## config.mk

```make
export PLATFORM = sky130hd
export DESIGN_NAME = regfile_dump
export DESIGN_NICKNAME = d
export VERILOG_FILES = /design/src/rtl/regfile_dump.sv
export SDC_FILE = /design/constraint.sdc
export NUM_CORES = 1
export LEC_CHECK = 0
export CAP_MARGIN = 10
export CELL_PAD_IN_SITES_DETAIL_PLACEMENT = 1
export CELL_PAD_IN_SITES_GLOBAL_PLACEMENT = 1
export CORE_UTILIZATION = 39
export DETAILED_ROUTE_END_ITERATION = 12
export PLACE_DENSITY_LB_ADDON = 0.15
export SYNTH_ARGS = -nofsm -noshare
export SYNTH_HDL_FRONTEND = slang
export SYNTH_SLANG_ARGS = --single-unit
```

## constraint.sdc

```tcl
create_clock -name clk -period 2.4 [get_ports clk]
set_input_delay 0.36 -clock clk [delete_from_list [all_inputs] [get_ports clk]]
set_output_delay 0.36 -clock clk [all_outputs]
set_load 0.1 [all_outputs]
```

## src/rtl/regfile_dump.sv

```systemverilog
// Purpose : debug read-out engine; freezes the core and streams a framed snapshot of r0..r7.
// Latency : start sampled at edge 0, header valid from edge 1, ten beats at edges 2..11 minimum, done the cycle after.
// Backpr. : tx_data/tx_valid/ptr/csum hold while tx_valid=1 and tx_ready=0; tx_valid only drops after a handshake.
//
// Ports:
//   clk       - system clock, all state on rising edge
//   reset_n   - asynchronous active-low reset
//   start     - dump request, sampled only in IDLE
//   stall     - core freeze, high whenever the engine is busy
//   busy      - high in any state other than IDLE
//   done      - one-cycle pulse after the checksum byte is accepted
//   rd_addr   - register-file read address (combinational read port)
//   rd_data   - register-file read data for rd_addr
//   tx_data   - stream byte (registered)
//   tx_valid  - stream byte valid (registered)
//   tx_ready  - sink ready; a beat transfers when tx_valid and tx_ready are high at a rising edge
//
// Frame: HEADER, r0..r7 in index order, then sum of r0..r7 modulo 256.

module regfile_dump #(
    parameter logic [7:0] HEADER = 8'hA5
) (
    input  logic       clk,
    input  logic       reset_n,
    input  logic       start,
    output logic       stall,
    output logic       busy,
    output logic       done,
    output logic [2:0] rd_addr,
    input  logic [7:0] rd_data,
    output logic [7:0] tx_data,
    output logic       tx_valid,
    input  logic       tx_ready
);

    typedef enum logic [2:0] {
        ST_IDLE   = 3'd0,
        ST_SETTLE = 3'd1,
        ST_HDR    = 3'd2,
        ST_DATA   = 3'd3,
        ST_CSUM   = 3'd4
    } state_t;

    state_t     r_state;
    state_t     w_state_nxt;

    logic [3:0] r_ptr;       // next register to read, 0..8; 8 means all eight fetched
    logic [7:0] r_csum;      // running sum of the register bytes fetched so far
    logic [7:0] r_tx_data;
    logic       r_tx_valid;
    logic       r_done;

    logic       w_accept;    // current beat leaves this cycle
    logic       w_ptr_end;   // every register byte has already been loaded into tx_data

    assign w_accept  = r_tx_valid & tx_ready;
    assign w_ptr_end = r_ptr[3];

    // Read address follows the pointer directly; at ptr=8 it wraps to 0 and
    // the returned data is not used.
    assign rd_addr = r_ptr[2:0];

    assign tx_data  = r_tx_data;
    assign tx_valid = r_tx_valid;
    assign done     = r_done;

    // ------------------------------------------------------------------
    // FSM: state register
    // ------------------------------------------------------------------
    always_ff @(posedge clk or negedge reset_n) begin
        if (!reset_n) begin
            r_state <= ST_IDLE;
        end else begin
            r_state <= w_state_nxt;
        end
    end

    // ------------------------------------------------------------------
    // FSM: next-state logic
    // ------------------------------------------------------------------
    always_comb begin
        w_state_nxt = r_state;
        case (r_state)
            ST_IDLE: begin
                if (start) begin
                    w_state_nxt = ST_SETTLE;
                end
            end
            // Single freeze cycle so a register write already in flight lands
            // before r0 is fetched.
            ST_SETTLE: begin
                w_state_nxt = ST_HDR;
            end
            ST_HDR: begin
                if (w_accept) begin
                    w_state_nxt = ST_DATA;
                end
            end
            ST_DATA: begin
                if (w_accept && w_ptr_end) begin
                    w_state_nxt = ST_CSUM;
                end
            end
            ST_CSUM: begin
                if (w_accept) begin
                    w_state_nxt = ST_IDLE;
                end
            end
            default: begin
                w_state_nxt = ST_IDLE;
            end
        endcase
    end

    // ------------------------------------------------------------------
    // FSM: state-decoded outputs. Kept combinational so that reset_n
    // releases the core freeze without waiting for a clock.
    // ------------------------------------------------------------------
    always_comb begin
        busy  = 1'b0;
        stall = 1'b0;
        case (r_state)
            ST_SETTLE, ST_HDR, ST_DATA, ST_CSUM: begin
                busy  = 1'b1;
                stall = 1'b1;
            end
            default: begin
                busy  = 1'b0;
                stall = 1'b0;
            end
        endcase
    end

    // ------------------------------------------------------------------
    // Datapath: pointer, checksum and the registered stream byte.
    // The byte for the next beat is fetched on the edge that accepts the
    // current beat, so register data is sampled one beat ahead of its
    // appearance on tx_data.
    // ------------------------------------------------------------------
    always_ff @(posedge clk or negedge reset_n) begin
        if (!reset_n) begin
            r_ptr      <= 4'd0;
            r_csum     <= 8'd0;
            r_tx_data  <= 8'd0;
            r_tx_valid <= 1'b0;
            r_done     <= 1'b0;
        end else begin
            r_done <= 1'b0;
            case (r_state)
                ST_IDLE: begin
                    r_tx_valid <= 1'b0;
                    if (start) begin
                        r_ptr  <= 4'd0;
                        r_csum <= 8'd0;
                    end
                end
                ST_SETTLE: begin
                    r_tx_data  <= HEADER;
                    r_tx_valid <= 1'b1;
                end
                ST_HDR: begin
                    // ptr is 0 here, so rd_data is r0.
                    if (w_accept) begin
                        r_tx_data <= rd_data;
                        r_csum    <= r_csum + rd_data;
                        r_ptr     <= 4'd1;
                    end
                end
                ST_DATA: begin
                    if (w_accept) begin
                        if (!w_ptr_end) begin
                            r_tx_data <= rd_data;
                            r_csum    <= r_csum + rd_data;
                            r_ptr     <= r_ptr + 4'd1;
                        end else begin
                            r_tx_data <= r_csum;
                        end
                    end
                end
                ST_CSUM: begin
                    if (w_accept) begin
                        r_tx_valid <= 1'b0;
                        r_done     <= 1'b1;
                    end
                end
                default: begin
                    r_tx_valid <= 1'b0;
                end
            endcase
        end
    end

endmodule

```

* Word level (Yosys, flattened, before mapping) *
Index checks and enable logic that the tools add are counted.

cells by class
  muxes and demuxes = 24
  bitwise gates (word level) = 2
  equality and inequality tests = 10
  $add $sub $neg = 2
  reductions and logical operators = 11

operators by type and width
  operator             count
  $mux 8               7
  $pmux 8 s3           2
  $mux 4               4
  $pmux 3 s5           1
  $mux 3               4
  $ne 2x2->1 const B   6
  $pmux 4 s3           1
  $add 8x8->8          1
  $reduce_and 4->1     2
  $eq 3x2->1 const B   2
  $reduce_bool 3->1    2
  $reduce_and 5->1     1
  $add 4x1->4 const B  1
  $mux 1               4
  $reduce_or 4->1      1
  $eq 3x1->1 const B   1
  $eq 3x3->1 const B   1
  $logic_not 3->1      1
  $pmux 1 s3           1
  $reduce_and 3->1     1
  $reduce_and 2->1     1
  $reduce_or 2->1      1
  $and 1x1->1          1
  $logic_and 1x1->1    1
  $not 1->1            1

storage, ports and cells
  logic and storage cells = 56
  output and inout bits = 15
  register bits = 25

* Depth between registers and ports, before layout *
  depth after elaboration = 4
  depth in mapped cells = 8
  gate-level depth less buffers = 8

* Worst setup path before layout *
No wires, ideal clock.

  path kind = register -> output
  start = register r_state[0]
  end = output stall
  cell stages (with the launch flop) = 4
  slack = -623 ps
  data required time = 2040 ps
  path buffers = 1
  arrival = 2663 ps
  path through = dfrtp_1 nor2_1 xnor2_1 buf_4

between the ends
  longest elaborated chain between the ends = 3

ends and longest elaborated chain
  what                                line  text
  start: declaration                  44    state_t r_state;
  start signal: assignment            74    r_state <= w_state_nxt;
  $eq 3x1->1 (tied with other cells)  --
  $reduce_or 4->1 (*)                 --
  $mux 1 (*)                          --
  end: declaration                    26    output logic stall,

Every way passes the cells marked *; elsewhere a longest branch is shown, timed or not.

* Worst setup path after layout *
  start = input rd_data[0]
  end = register r_csum[6]

between the ends
  longest elaborated chain between the ends = 4

ends and longest elaborated chain
  what                    line      text
  start: declaration      30        input logic [7:0] rd_data,
  $add 8x8->8 (*)         165, 173
  $mux 8                  171       if (!w_ptr_end) begin
  $mux 8                  170       if (w_accept) begin
  $pmux 8 s3 (*)          149       case (r_state)
  end signal: assignment  165       r_csum <= r_csum + rd_data;
  end signal: assignment  173       r_csum <= r_csum + rd_data;
  end: declaration        48        logic [7:0] r_csum;

Every way passes the cells marked *; elsewhere a longest branch is shown, timed or not. The select of a mux whose other input is x is not followed.
A chain may end at the register's enable or synchronous reset.

==> reports/results.tsv <==
stage	metric	value	unit
outcome	status	finished, final reports clean	
synth	Synth Register Bits	25	
synth	Synth top area share	0.414	
detailed_routing	final wirelength	3.74	mm
global_routing	first-pass GRT wire length	6.64	mm
final_layout	layout cell share with drive strength beyond 1	0.158	
placement	Final GP Congestion	0.741	
cts	total CTS buffers	3	
floorplanning	Die X	64.3	um
floorplanning	Initial Util	0.410	
detailed_routing	Vias	1323	
final_layout	fillers	442	
detailed_routing	DR pass1 iterations	4	
worst_setup_path	CP Max Fanout	3	
global_routing	initial antenna violation count	0	
worst_setup_path	Slowest cell on crit path	clkdlybuf4s50_1	
power_and_ir_drop	static leakage	0.820	nW
global_routing	met1 Use GR	0.262	
power_and_ir_drop	share of power burned in combinational logic	0.632	
sta	Tcrit/Tclk final	0.900	
power_and_ir_drop	Cell Int Power	1.25	mW
synth	Synth Cell Area	0.00151	sq mm
worst_setup_path	crit path kind	in2reg	
power_and_ir_drop	Switch Pwr	1.54	mW
sta	final hold slack	0.469	ns
synth	Synth Instances	163	
power_and_ir_drop	pwr dens	1490	mW/mm^2
sta	Slew @ Worst Pin	0.510	ns
synth	Post-synth EDFFs	0	
cts	CTS resizes	0	
cts	CTS clk-pin slew, worst paths	0.10	ns
final_layout	Area Growth Syn to Fin	23.3	%
detailed_routing	post-DR wirelength/cell	15.7	um
power_and_ir_drop	clock power share	0.093	
global_routing	gr usage total	0.207	
floorplanning	die area	0.00413	sq mm
worst_setup_path	Worst path max stage delay	0.49	ns
placement	HPWL after DPL	2.89	mm
sta	final setup vio count	0	
synth	leading register cell type out of synthesis	dfrtp_1	
cts	clock latency on the worst-skew pair	0.27	ns
worst_setup_path	crit-path cells	clkdlybuf4s50_1, ha_1, inv_1, fa_1, nor2b_1, o31a_1, o22ai_1, xnor2_1, a22o_1	
global_routing	number of global-route vias before repair	1394	
synth	Async S/R FF share, synth	1.00	
power_and_ir_drop	Seq pwr share	0.274	
worst_setup_path	FF-to-FF setup slack	0.42	ns
synth	Synth area leaders	dfrtp_1 (41%), ha_1 (6.6%), nand2_1 (6.5%)	
sta	RSZ-0062 raised after global routing	no	
floorplanning	Die Span Y	64.3	um
cts	Sink Count	25	
global_routing	met2 layer usage reported by global route	0.372	
cts	CTS Buffer Depth	2	
synth	syn_area_per_cell	9.27	sq um
cts	CTS Hold Bufs	0	
synth	synth unique cells	41	
synth	Syn Nets	184	
global_routing	M3 GR Usage	0.0286	
placement	IO Port Bufs	26	
final_layout	commonest non-fill, non-tap cell in the layout	nand2_1	
hold_path	Hold Path Class	in2async	
final_layout	antenna cells	0	
worst_setup_path	Worst R2R Start	r_csum[0]$_DFFE_PN0P_	
detailed_routing	Iteration-0 DRC Markers	41	
worst_setup_path	Worst EP arrival	2.33	ns
power_and_ir_drop	total power	2.79	mW
global_routing	Top Usage Layer GRT	met2	
worst_setup_path	Critical Path RT	2.57	ns
final_layout	fin area	0.00186	sq mm
final_layout	fin util	0.505	
sta	clock skew	0.00860	ns
floorplanning	CORE AREA	0.00369	sq mm
detailed_routing	antenna-violating nets left	0	
synth	synth warn	0	
power_and_ir_drop	Switching Share	0.553	
placement	Post-Place Cell Area	0.00182	sq mm
cts	Post-CTS Setup Bufs	0	
synth	Yosys top cell by area	dfrtp_1	
final_layout	most frequent cells in the layout	nand2_1 (26), dfrtp_1 (25), buf_4 (19)	
sta	min Tclk post-route	2.16	ns
worst_setup_path	Reg2Reg Depth	8	
cts	Root Driver	clkbuf_8	
sta	max_slew headroom	0.660	
floorplanning	# IOs	27	
synth	Seq/Total Area, Yosys	0.414	
worst_setup_path	endpoint class of the critical path	flip-flop	
sta	maximum clock rate	0.463	GHz
worst_setup_path	Setup crit start kind	input port	
sta	Max Slew Vio Count	0	
power_and_ir_drop	peak supply drop	0.695	mV
flow_run	max-cap violations	0	
global_routing	aggregate global routing overflow	0	
final_layout	fin nets	212	
cts	CTS H-tree lvls	1	
detailed_routing	Vias/cell	5.56	
worst_setup_path	worst reg2reg path endpoint	r_csum[6]$_DFFE_PN0P_	
cts	CTS tree	done	
sta	Final Hold Viols	0	
detailed_routing	DRC viols	0	
global_routing	largest net degree at the start of global routing	26	
floorplanning	Row Count	22	
==> power by group through the flow <==
stage | registers (mW) | logic (mW) | clock network, mW
finish | 0.765 | 1.76 | 0.260
global route | 0.798 | 1.90 | 0.293
CTS | 0.764 | 1.78 | 0.269
detailed placement | 0.773 | 1.77 | 0
global placement | 0.760 | 1.72 | 0
floorplan | 1.25 | 0.904 | 0
==> layer usage <==
| layer | vias to the layer above | share of wire |
|---|---|---|
| met4 | 0 | 0.0078 |
| met3 | 4 | 0.023 |
| met2 | 17 | 0.51 |
| met5 | - | 0 |
| li1 | 640 | - |
| met1 | 662 | 0.45 |
==> flip-flops by register name, summed over array words and instances (netlist names) <==
name and cells:
r_csum 8, r_state 3, r_ptr 4, tx_valid 1, done 1, tx_data 8
==> logic make-up (layout without fill, tap and decap cells) <==
kind of cell,after synthesis,after routing,share of synthesized area
adders and majority gates,9,9,0.0795
buffers and inverters,15,42,0.0521
muxes,4,4,0.0265
AOI/OAI and AO/OA,48,48,0.228
DFF,25,25,0.414
xor gates and xnor gates,4,4,0.0232
and+or+nand+nor,58,58,0.177
==> through the flow <==
stage / instances / worst slack, ns / TNS [ns]
2_1_floorplan: 163 / 0.0989 / 0
3_3_place_gp: 234 / 0.0836 / 0
3_5_place_dp: 234 / -0.0464 / -0.0731
4_1_cts: 238 / 0.256 / 0
5_1_grt: 238 / 0.0957 / 0
6_report: 238 / 0.239 / 0
==> worst max-delay path: cells and delay by family <==
kind,cells,cell delay [ns]
xor+xnor,1,0.14
simple gates,1,0.18
buf+inv,2,0.56
fa+ha+maj,2,0.63
compound gates,3,0.48
==> synth_stat cells, types with 3 or more instances <==
cell      instances
o21ai_0           7
ha_1              8
a31oi_1           4
nor3_1            4
mux2i_1           4
buf_4             5
nor2_1           10
a21oi_1           6
nand3_1           4
o31ai_1           7
nand2b_1          3
dfrtp_1          25
buf_2             3
nand2_1          26
inv_1             6
a22o_1            3
a21o_1            3
nor2b_1           4
==> final cells by class <==
cell class              instances  area [sq um]  area share
multi-input cells             123           815       0.437
flip-flops and latches         25           626       0.336
repair buffers                 32           293       0.157
well taps                      48          60.1      0.0322
clock buffers                   3          41.3      0.0221
inverters                       6          22.5      0.0121
clock inverters                 1          7.51     0.00403
==> worst max path at each step <==
stage / startpoint / endpoint / slack [ns] / cells past startpoint
finish: rd_data[0] / r_csum[6]$_DFFE_PN0P_ / 0.24 / 9
global route: rd_data[0] / r_csum[4]$_DFFE_PN0P_ / 0.1 / 9
CTS: rd_data[0] / r_csum[6]$_DFFE_PN0P_ / 0.26 / 9
detailed placement: rd_data[0] / r_csum[6]$_DFFE_PN0P_ / -0.05 / 9
global placement: rd_data[0] / r_csum[6]$_DFFE_PN0P_ / 0.08 / 9
floorplan: r_state[0]$_DFFE_PN0P_ / stall / 0.1 / 3
No activity file was read; power rests on OpenSTA's default activity.
